[src/rtl/branch_resolve_unit.sv]
// branch_resolve_unit: registered RV32 branch resolution with a valid/ready
// handshake, misprediction detection and saturating perf counters.
module branch_resolve_unit #(
  parameter int XLEN  = 32,
  parameter int CNT_W = 32
) (
  input  logic             clk,
  input  logic             reset,
  input  logic             in_valid,
  output logic             in_ready,
  input  logic [2:0]       in_funct3,
  input  logic [XLEN-1:0]  in_rs1,
  input  logic [XLEN-1:0]  in_rs2,
  input  logic [XLEN-1:0]  in_pc,
  input  logic [XLEN-1:0]  in_imm,
  input  logic             in_pred_taken,
  input  logic             flush,
  output logic             out_valid,
  input  logic             out_ready,
  output logic             out_taken,
  output logic             out_mispredict,
  output logic             out_illegal,
  output logic             out_misaligned,
  output logic [XLEN-1:0]  out_target,
  output logic [XLEN-1:0]  out_redirect_pc,
  input  logic             cnt_clear,
  output logic [CNT_W-1:0] br_count,
  output logic [CNT_W-1:0] mispred_count
);

  localparam logic [XLEN-1:0]  PC_STEP = XLEN'(32'd4);
  localparam logic [CNT_W-1:0] CNT_ONE = CNT_W'(32'd1);
  localparam logic [CNT_W-1:0] CNT_MAX = {CNT_W{1'b1}};

  function automatic logic cond_legal(input logic [2:0] f3);
    return (f3 != 3'b010) && (f3 != 3'b011);
  endfunction

  function automatic logic cond_eval(input logic [2:0] f3,
                                     input logic [XLEN-1:0] a,
                                     input logic [XLEN-1:0] b);
    logic res;
    case (f3)
      3'b000:  res = (a == b);
      3'b001:  res = (a != b);
      3'b100:  res = ($signed(a) <  $signed(b));
      3'b101:  res = ($signed(a) >= $signed(b));
      3'b110:  res = (a <  b);
      3'b111:  res = (a >= b);
      default: res = 1'b0;
    endcase
    return res;
  endfunction

  logic            valid_q, valid_d;
  logic            taken_q, mispredict_q, illegal_q, misaligned_q;
  logic [XLEN-1:0] target_q, redirect_q;
  logic [CNT_W-1:0] br_cnt_q, br_cnt_d, mis_cnt_q, mis_cnt_d;

  logic            legal_s, taken_s, mispredict_s, misaligned_s;
  logic [XLEN-1:0] target_s, seq_pc_s, redirect_s;
  logic            accept_s, out_hs_s;

  // Evaluate the incoming branch; illegal encodings resolve as not-taken.
  always_comb begin
    legal_s      = cond_legal(in_funct3);
    taken_s      = legal_s && cond_eval(in_funct3, in_rs1, in_rs2);
    target_s     = in_pc + in_imm;
    seq_pc_s     = in_pc + PC_STEP;
    if (taken_s) begin
      redirect_s = target_s;
    end else begin
      redirect_s = seq_pc_s;
    end
    mispredict_s = legal_s && (taken_s != in_pred_taken);
    misaligned_s = taken_s && (target_s[1:0] != 2'b00);
  end

  assign in_ready = !flush && (!valid_q || out_ready);
  assign accept_s = in_valid && in_ready;
  // A flushed result leaves without a handshake, so it is never counted.
  assign out_hs_s = valid_q && out_ready && !flush;

  // Next-state for the result-valid flag and the perf counters.
  always_comb begin
    valid_d   = valid_q;
    br_cnt_d  = br_cnt_q;
    mis_cnt_d = mis_cnt_q;
    if (flush) begin
      valid_d = 1'b0;
    end else if (accept_s) begin
      valid_d = 1'b1;
    end else if (out_hs_s) begin
      valid_d = 1'b0;
    end else begin
      valid_d = valid_q;
    end
    if (cnt_clear) begin
      br_cnt_d  = '0;
      mis_cnt_d = '0;
    end else if (out_hs_s && !illegal_q) begin
      if (br_cnt_q != CNT_MAX) begin
        br_cnt_d = br_cnt_q + CNT_ONE;
      end else begin
        br_cnt_d = br_cnt_q;
      end
      if (mispredict_q && (mis_cnt_q != CNT_MAX)) begin
        mis_cnt_d = mis_cnt_q + CNT_ONE;
      end else begin
        mis_cnt_d = mis_cnt_q;
      end
    end else begin
      br_cnt_d  = br_cnt_q;
      mis_cnt_d = mis_cnt_q;
    end
  end

  // Valid flag and counter registers.
  always_ff @(posedge clk or posedge reset) begin
    if (reset) begin
      valid_q   <= 1'b0;
      br_cnt_q  <= '0;
      mis_cnt_q <= '0;
    end else begin
      valid_q   <= valid_d;
      br_cnt_q  <= br_cnt_d;
      mis_cnt_q <= mis_cnt_d;
    end
  end

  // Result registers load only on accept and otherwise hold.
  always_ff @(posedge clk or posedge reset) begin
    if (reset) begin
      taken_q      <= 1'b0;
      mispredict_q <= 1'b0;
      illegal_q    <= 1'b0;
      misaligned_q <= 1'b0;
      target_q     <= '0;
      redirect_q   <= '0;
    end else if (accept_s) begin
      taken_q      <= taken_s;
      mispredict_q <= mispredict_s;
      illegal_q    <= !legal_s;
      misaligned_q <= misaligned_s;
      target_q     <= target_s;
      redirect_q   <= redirect_s;
    end
  end

  assign out_valid       = valid_q;
  assign out_taken       = taken_q;
  assign out_mispredict  = mispredict_q;
  assign out_illegal     = illegal_q;
  assign out_misaligned  = misaligned_q;
  assign out_target      = target_q;
  assign out_redirect_pc = redirect_q;
  assign br_count        = br_cnt_q;
  assign mispred_count   = mis_cnt_q;

endmodule

[config.mk]
export PLATFORM = sky130hd
export DESIGN_NAME = branch_resolve_unit
export DESIGN_NICKNAME = d
export VERILOG_FILES = /design/src/rtl/branch_resolve_unit.sv
export SDC_FILE = /design/constraint.sdc
export NUM_CORES = 1
export LEC_CHECK = 0
export ABC_AREA = 1
export CORE_MARGIN = 4
export CORE_UTILIZATION = 54
export DETAILED_ROUTE_END_ITERATION = 8
export PLACE_DENSITY = 0.95
export SYNTH_ARGS = -nofsm -noshare
export SYNTH_HDL_FRONTEND = slang
export SYNTH_SLANG_ARGS = --single-unit
[constraint.sdc]
create_clock -name clk -period 11.4 [get_ports clk]
set_input_delay 1.71 -clock clk [delete_from_list [all_inputs] [get_ports clk]]
set_output_delay 1.71 -clock clk [all_outputs]
set_load 0.1 [all_outputs]
# Yosys cells after proc, flatten, opt, wreduce, memory -nomap -nowiden
# Index checks and enable logic that the tools add are counted.
# totals
register_bits,133
input_bits,138
out_inout_bits,134
wordCells,63
# classes
addsub,4
magnitude_cmp,4
eq_ne,12
mux,11
n_reduce_logical,23
# op_table
op,n
2-to-1 mux 32 bit,7
"adder 32 x 1 -> 32 bit, second input constant",2
greater-or-equal comparator 32 bit,2
less-than comparator 32 bit,2
"inequality test 32 bit, second input constant",2
"adder 32 x 3 -> 32 bit, second input constant",1
adder 32 bit,1
== test 32 bit,1
inequality test 32 bit,1
"== test 3 bit, second input constant",4
logical AND 1 bit,10
nonzero test 2 bit,4
"inequality test 3 x 2 -> 1 bit, second input constant",2
one-hot mux 1 bit (6 select lines),1
zero test 1 bit,4
AND reduction 2 bit,2
"== test 3 x 1 -> 1 bit, second input constant",1
zero test 3 bit,1
2-to-1 mux 1 bit,3
nonzero test 3 bit,1
logical OR 1 bit,1
inequality test 1 bit,1

# Logic depth before layout (Yosys ltp)
# Gate-level depths: netlist of run 1.
# depth
word_depth,6
depth_mapped,19
mapped_depth_nobuf,19

# Worst setup path after synthesis of run 1
# OpenSTA, ideal clock, no wires.
# synth_path
path_kind,input -> output
start,in out_ready
end,out in_ready
arrival_time_ns,3.034
t_required_ns,9.690
slack_ns,6.656
stages,2
path_buffers,0
cell_sequence,nor2_1 nor2_1
# synth_via
elab_chain_cells,2
# synth_rtl
item,line_no,rtl
"start, declared",19,"input logic out_ready,"
logical OR 1 bit,79,assign in_ready = !flush && (!valid_q || out_ready);
logical AND 1 bit,79,
"end, declared",10,"output logic in_ready,"
# No other way between the ends.

# Worst setup path after layout of run 1
# Same ends and word-level chain as after synthesis.

==> results of run 1 <==
metal layers:
metal  track usage  part of all wire
met4        0.0843             0.023
met1         0.410              0.42
met2         0.519              0.48
met3        0.0657             0.084
met5             0                 0
state kept, by name, indices dropped and copies added (netlist names):
name	cells
out_taken	1
out_redirect_pc	32
out_mispredict	1
out_target	32
out_valid	1
out_illegal	1
mispred_count	32
br_count	32
out_misaligned	1
through the flow:
stage	cells	power (mW)	instance area (sq um)	setup slack [ns]	utilization
floorplan	1479	1.17	10500	6.14	-
global placement	1979	1.40	13300	6.07	0.705
detailed placement	1979	1.42	13300	5.95	0.705
CTS	2011	1.98	13900	6.05	0.737
global route	2011	2.06	13900	5.97	0.737
finish	2011	1.98	13900	6.05	0.737
logic make-up after synthesis:
family	Yosys count	share of synthesized area
simple gates	795	0.336
compound gates	180	0.103
flops	133	0.318
fa+ha+maj	67	0.0809
xor+xnor	95	0.0796
buf+inv	209	0.0825
power by group through the flow:
stage / Sequential (mW) / Clock [mW] / Combinational [mW]
after floorplan: 0.958 / 0 / 0.210
after global placement: 0.564 / 0 / 0.840
after detailed placement: 0.566 / 0 / 0.850
after CTS: 0.558 / 0.569 / 0.853
after global routing: 0.564 / 0.598 / 0.896
final: 0.558 / 0.566 / 0.855
final timing paths:
check	cells past startpoint	endpoint	startpoint	slack, ns
max	4	in_ready	out_ready	6.05
min	2	out_target[12]	out_target[12]	0.48
max reg2reg	15	br_count[2]	br_count[1]	8.12
min reg2reg	2	out_target[12]	out_target[12]	0.48
max in group asynchronous	3	out_redirect_pc[0]	reset	8.36
min in group asynchronous	2	mispred_count[12]	reset	1.72
worst min-delay path, delay by kind of cell, from the launching register on:
family | cells | cell delay [ns]
compound gates | 1 | 0.06
flops | 1 | 0.34
simple gates | 1 | 0.05
cells in the mapped netlist, drive strengths merged, types with 32 or more instances:
master,n,share of area
nor3,44,0.022
ha,66,0.079
xnor2,41,0.034
nand3,121,0.059
o21ai,70,0.034
nand4,32,0.019
xor2,54,0.045
nor2,139,0.055
nand2,425,0.16
a21oi,66,0.032
inv,171,0.062
dfrtp,133,0.32
layout by cell type (no fill, tap or decap), drive strengths merged, types with 3 or more instances in the layout:
cell type,instances
a21o,3
a21oi,66
buf,6
clkbuf,19
clkdlybuf4s50,270
clkinv,6
dfrtp,133
ha,66
inv,178
nand2,425
nand3,121
nand4,32
nor2,139
nor3,44
nor3b,3
nor4,21
o21ai,70
o21bai,6
o31ai,27
xnor2,41
xor2,54
area by class of cell:
cell class / count / area (sq um) / share of cell area
clock buffer: 19 / 443 / 0.0318
sequential: 133 / 3330 / 0.239
tap: 260 / 325 / 0.0234
inverter: 173 / 657 / 0.0472
timing repair buffer: 276 / 2750 / 0.197
multi-input combinational: 1137 / 6270 / 0.450
clock inverter: 13 / 159 / 0.0114
==> impl_metrics.toml, run 1 <==
[run_status]
run_status = "finished, final reports clean"

[synth]
synth_edf_count = 0
postSynthCellCount = 1479
netlist_area_sq_um = 10500
syn_nets = 1684
yosysWarnings = 0
ys_ff_latch = 133
synthArstFlopShare = 1.00
ys_types = 49
ys_seq_area_frac = 0.318
synth.avg_cell_area_sq_um = 7.07
yosys_most_used_dff = "dfrtp_1"

[routing]
viasPerCell = 5.59
final_antenna_net_count = 0
detail_route.first_pass.iterations = 6
wl_per_cell_um = 17.0
drt-total-wl_um = 34100
num_vias = 11200
drcViolationCount = 0
drt_iter0_drc = 930

[clocking]
clk_path_buf_depth = 2
cts_setup_buffers = 0
htree_levels = 4
ctsResizeCount = 0
cts_tree = "built"
clk_pin_slew_ns = 0.05
cts_hold_buf = 0
ctsRootBufferMaster = "clkbuf_16"
cts_buffers = 17
clock_latency_ns = 0.43
cts_num_sinks = 133

[job]
max-cap-violations = 0

[worst_hold_path]
min_path_type = "reg2reg"

[finish]
n_antenna_cell = 0
layout.filler_cells = 1490
drive_gt1_frac = 0.0503
nNetsFinal = 1943
syn_to_final_growth_pct = 33.2

[setup_path]
end_kind = "output port"
crit_slowest_cell = "clkdlybuf4s50_1"
crit_path_cell_trace = "clkdlybuf4s50_1 > nor2_1 > nor2_1 > clkdlybuf4s50_1"
crit_fanout = 2
path_class = "in2out"
critPathBufInv = 2
worst-endpoint-arrival_ns = 3.64
slowest_delay_ns = 1.18
cp-start-kind = "primary input"
path_delay_family = "buffers and inverters"
critPathRequiredTime_ns = 9.69

[global_route]
grt.overflow.total = 0
track_usage = 0.310
grt_antenna_before_repair = 0
grt_start_max_net_pins = 101
grt_pass1_vias = 10900
grt_pass1_wl_um = 55000

[pwr]
clkPwrFrac = 0.286
irDropWorstVdd_uv = 120
swShare = 0.455
p_int_mw = 1.08
seq_power_share = 0.282
p_sw_uw = 901
cellPowerDensity_nw_per_um2 = 142
p_comb_frac = 0.432
leakage_nw = 6.28

[timing]
finalCritPeriodShare = 0.470
whs_ns = 0.479
tightestPinTransition_ns = 1.09
maxSlewViolCount = 0
fin_crit_ns = 5.35
skew_ns = 0.0162
finalHoldViolCount = 0
max_freq_mhz = 187
tns_ns = 0
rsz0062_at_grt = "no"
setup_viol = 0
timing.slew.headroom = 0.269

[place]
dp_hpwl_um = 26900
io_buffers = 271
gp_congestion = 0.997

[floorplan]
die_area_sq_um = 21600
coreArea_sq_um = 18900
die_height_um = 147
rows = 50
pin_count = 272
floorplan.initialDensity = 0.553
die_x_um = 147
(Power assumes the default switching activity.)
==> run 2, diff against run 1 <==
--- a/config.mk
+++ b/config.mk
@@ -7,9 +7,9 @@
 export LEC_CHECK = 0
 export ABC_AREA = 1
 export CORE_MARGIN = 4
-export CORE_UTILIZATION = 54
+export CORE_UTILIZATION = 46
 export DETAILED_ROUTE_END_ITERATION = 8
-export PLACE_DENSITY = 0.95
+export PLACE_DENSITY = 0.87
 export SYNTH_ARGS = -nofsm -noshare
 export SYNTH_HDL_FRONTEND = slang
 export SYNTH_SLANG_ARGS = --single-unit
==> constraint.sdc (replaced) <==
create_clock -name clk -period 4.3 [get_ports clk]
set_input_delay 0.645 -clock clk [delete_from_list [all_inputs] [get_ports clk]]
set_output_delay 0.645 -clock clk [all_outputs]
set_load 0.1 [all_outputs]
==> run 2 against run 1 <==
  * Sequential power grew to 2.7 times the previous value
  * Clock skew decreased by 0.0062 ns
  * Count of clock-buffer cells in the layout shrank 1
  * Worst setup slack got worse by 5.1 ns
  * Sequential cell count unchanged
==> impl_metrics.toml, run 2 (synthesized netlist as in run 1, its figures left out) <==
[clocking]
cts_setup_buffers = 0
cts_buffers = 17
clk_pin_slew_ns = 0.06
cts_tree = "built"
htree_levels = 4
ctsResizeCount = 0
ctsRootBufferMaster = "clkbuf_16"
cts_hold_buf = 0
clock_latency_ns = 0.42
clk_path_buf_depth = 2
cts_num_sinks = 133

[place]
io_buffers = 271
gp_congestion = 0.975
dp_hpwl_um = 27600
place_ws_ns = 0.581

[global_route]
grt.overflow.total = 0
grt_pass1_vias = 10800
grt_start_max_net_pins = 101
grt_antenna_before_repair = 0
grt_pass1_wl_um = 55600
track_usage = 0.266

[routing]
detail_route.first_pass.iterations = 5
final_antenna_net_count = 0
num_vias = 11200
drt_iter0_drc = 894
drcViolationCount = 0
wl_per_cell_um = 17.1
drt-total-wl_um = 34800
viasPerCell = 5.51

[setup_path]
crit_top_cell = "nand2_1"
crit_fanout = 34
slowest_delay_ns = 0.64
reg2reg_to = "br_count[6]"
critPathRequiredTime_ns = 4.60
crit_path_cell_trace = "clkdlybuf4s50_1 > inv_1 > ha_1 > nand2_1 > nor2_1 > nand2_1 > nor3b_2 > nand2_1 > nand2_1 > o21ai_1 > inv_1 > nand2_1 > nor2_1 > nand3_2 > nand2_1 > nand2_1 > nand2_1 > nand2_1"
regToRegSetupSlack_ns = 1.62
r2r_cells = 13
critPathBufInv = 3
reg2reg_from = "br_count[1]"
worst-endpoint-arrival_ns = 3.61
path_delay_family = "simple AND/OR/NAND/NOR gates"
path_class = "in2reg"
end_kind = "register"
crit_slowest_cell = "nand3_2"
cp-start-kind = "primary input"

[timing]
timing.slew.headroom = 0.268
tns_ns = 0
finalCritPeriodShare = 0.770
setup_viol = 0
rsz0062_at_grt = "no"
fin_crit_ns = 3.31
fin_ws_ns = 0.990
tightestPinTransition_ns = 1.09
max_freq_mhz = 302
finalHoldViolCount = 0
skew_ns = 0.00998
maxSlewViolCount = 0

[finish]
final_common_cell = "nand2_1"
n_antenna_cell = 0
nNetsFinal = 1947
syn_to_final_growth_pct = 33.6
drive_gt1_frac = 0.0530
final_cell_mix = "nand2_1 (406), clkdlybuf4s50_1 (269), inv_1 (166)"

[worst_hold_path]
min_path_type = "reg2reg"
min_from = "out_redirect_pc[19]"
hold_end = "out_redirect_pc[19]"
hold_depth = 2

[floorplan]
pin_count = 272
floorplan.initialDensity = 0.473
die_height_um = 159
coreArea_sq_um = 22100
die_x_um = 159
rows = 54
die_area_sq_um = 25200

[run_status]
run_status = "finished, final reports clean"

[job]
max-cap-violations = 0

[pwr]
cellPowerDensity_nw_per_um2 = 375
irDropWorstVdd_uv = 322
leakage_nw = 6.28
## run 2: changes by cell type in the layout (fill, tap and decap cells not counted)
cell | previous run | this run
inv_8 | 1 | 0
clkinvlp_4 | 0 | 4
inv_6 | 7 | 5
clkinv_4 | 4 | 2
clkdlybuf4s50_1 | 270 | 269
clkinv_2 | 0 | 1
buf_4 | 5 | 10
clkbuf_1 | 1 | 0
## run 2: per-layer routing
metal,up-vias,GRT usage,share of wire
li1,5396,-,-
met1,5192,0.352,0.42
met5,-,0,0
met3,77,0.0381,0.070
met2,536,0.454,0.48
met4,0,0.0801,0.028
## run 2: where the power goes
| group | internal [mW] | switching, mW |
|---|---|---|
| combinational | 0.578 | 1.68 |
| sequential | 1.39 | 0.0968 |
| clock | 0.874 | 0.607 |
## run 2: final cells by class
type,count,area [sq um]
clock inverters,13,148
repair buffers,280,2770
flip-flops and latches,133,3330
inverters,173,657
fillers,1983,8130
clock buffers,18,439
well taps,280,350
multi-input cells,1137,6270
## run 2: through the flow
step	utilization	cells	instance area [sq um]	total power, mW	hold WS (ns)
floorplan	-	1479	10500	3.10	0.711
global placement	0.605	2003	13400	3.75	0.463
detailed placement	0.605	2003	13400	3.77	0.465
CTS	0.632	2034	14000	5.25	0.481
global route	0.632	2034	14000	5.43	0.507
finish	0.632	2034	14000	5.23	0.476
## run 2: how the worst max path moves through the flow
stage	from	endpoint	slack, ns	depth (start not counted)
detailed placement	in_rs2[31]	out_redirect_pc[0]	0.58	18
floorplan	reset	br_count[0]	0.10	1
global route	in_rs2[31]	out_redirect_pc[1]	0.71	18
finish	in_rs2[31]	out_redirect_pc[0]	0.99	18
global placement	in_rs2[31]	out_redirect_pc[0]	0.70	18
CTS	in_rs2[31]	out_redirect_pc[0]	1.01	18
## run 2: worst register-to-register path, stage by stage, from the launching register on
cell	delay (ns)
dfrtp_1	0.45
ha_1	0.22
nand2_1	0.12
nor2_1	0.19
nand2_2	0.14
nor2_4	0.17
nand2_4	0.08
nor2_4	0.10
nand2_2	0.09
o31ai_4	0.25
buf_4	0.40
nor2_1	0.11
xnor2_1	0.16
nor2_1	0.06
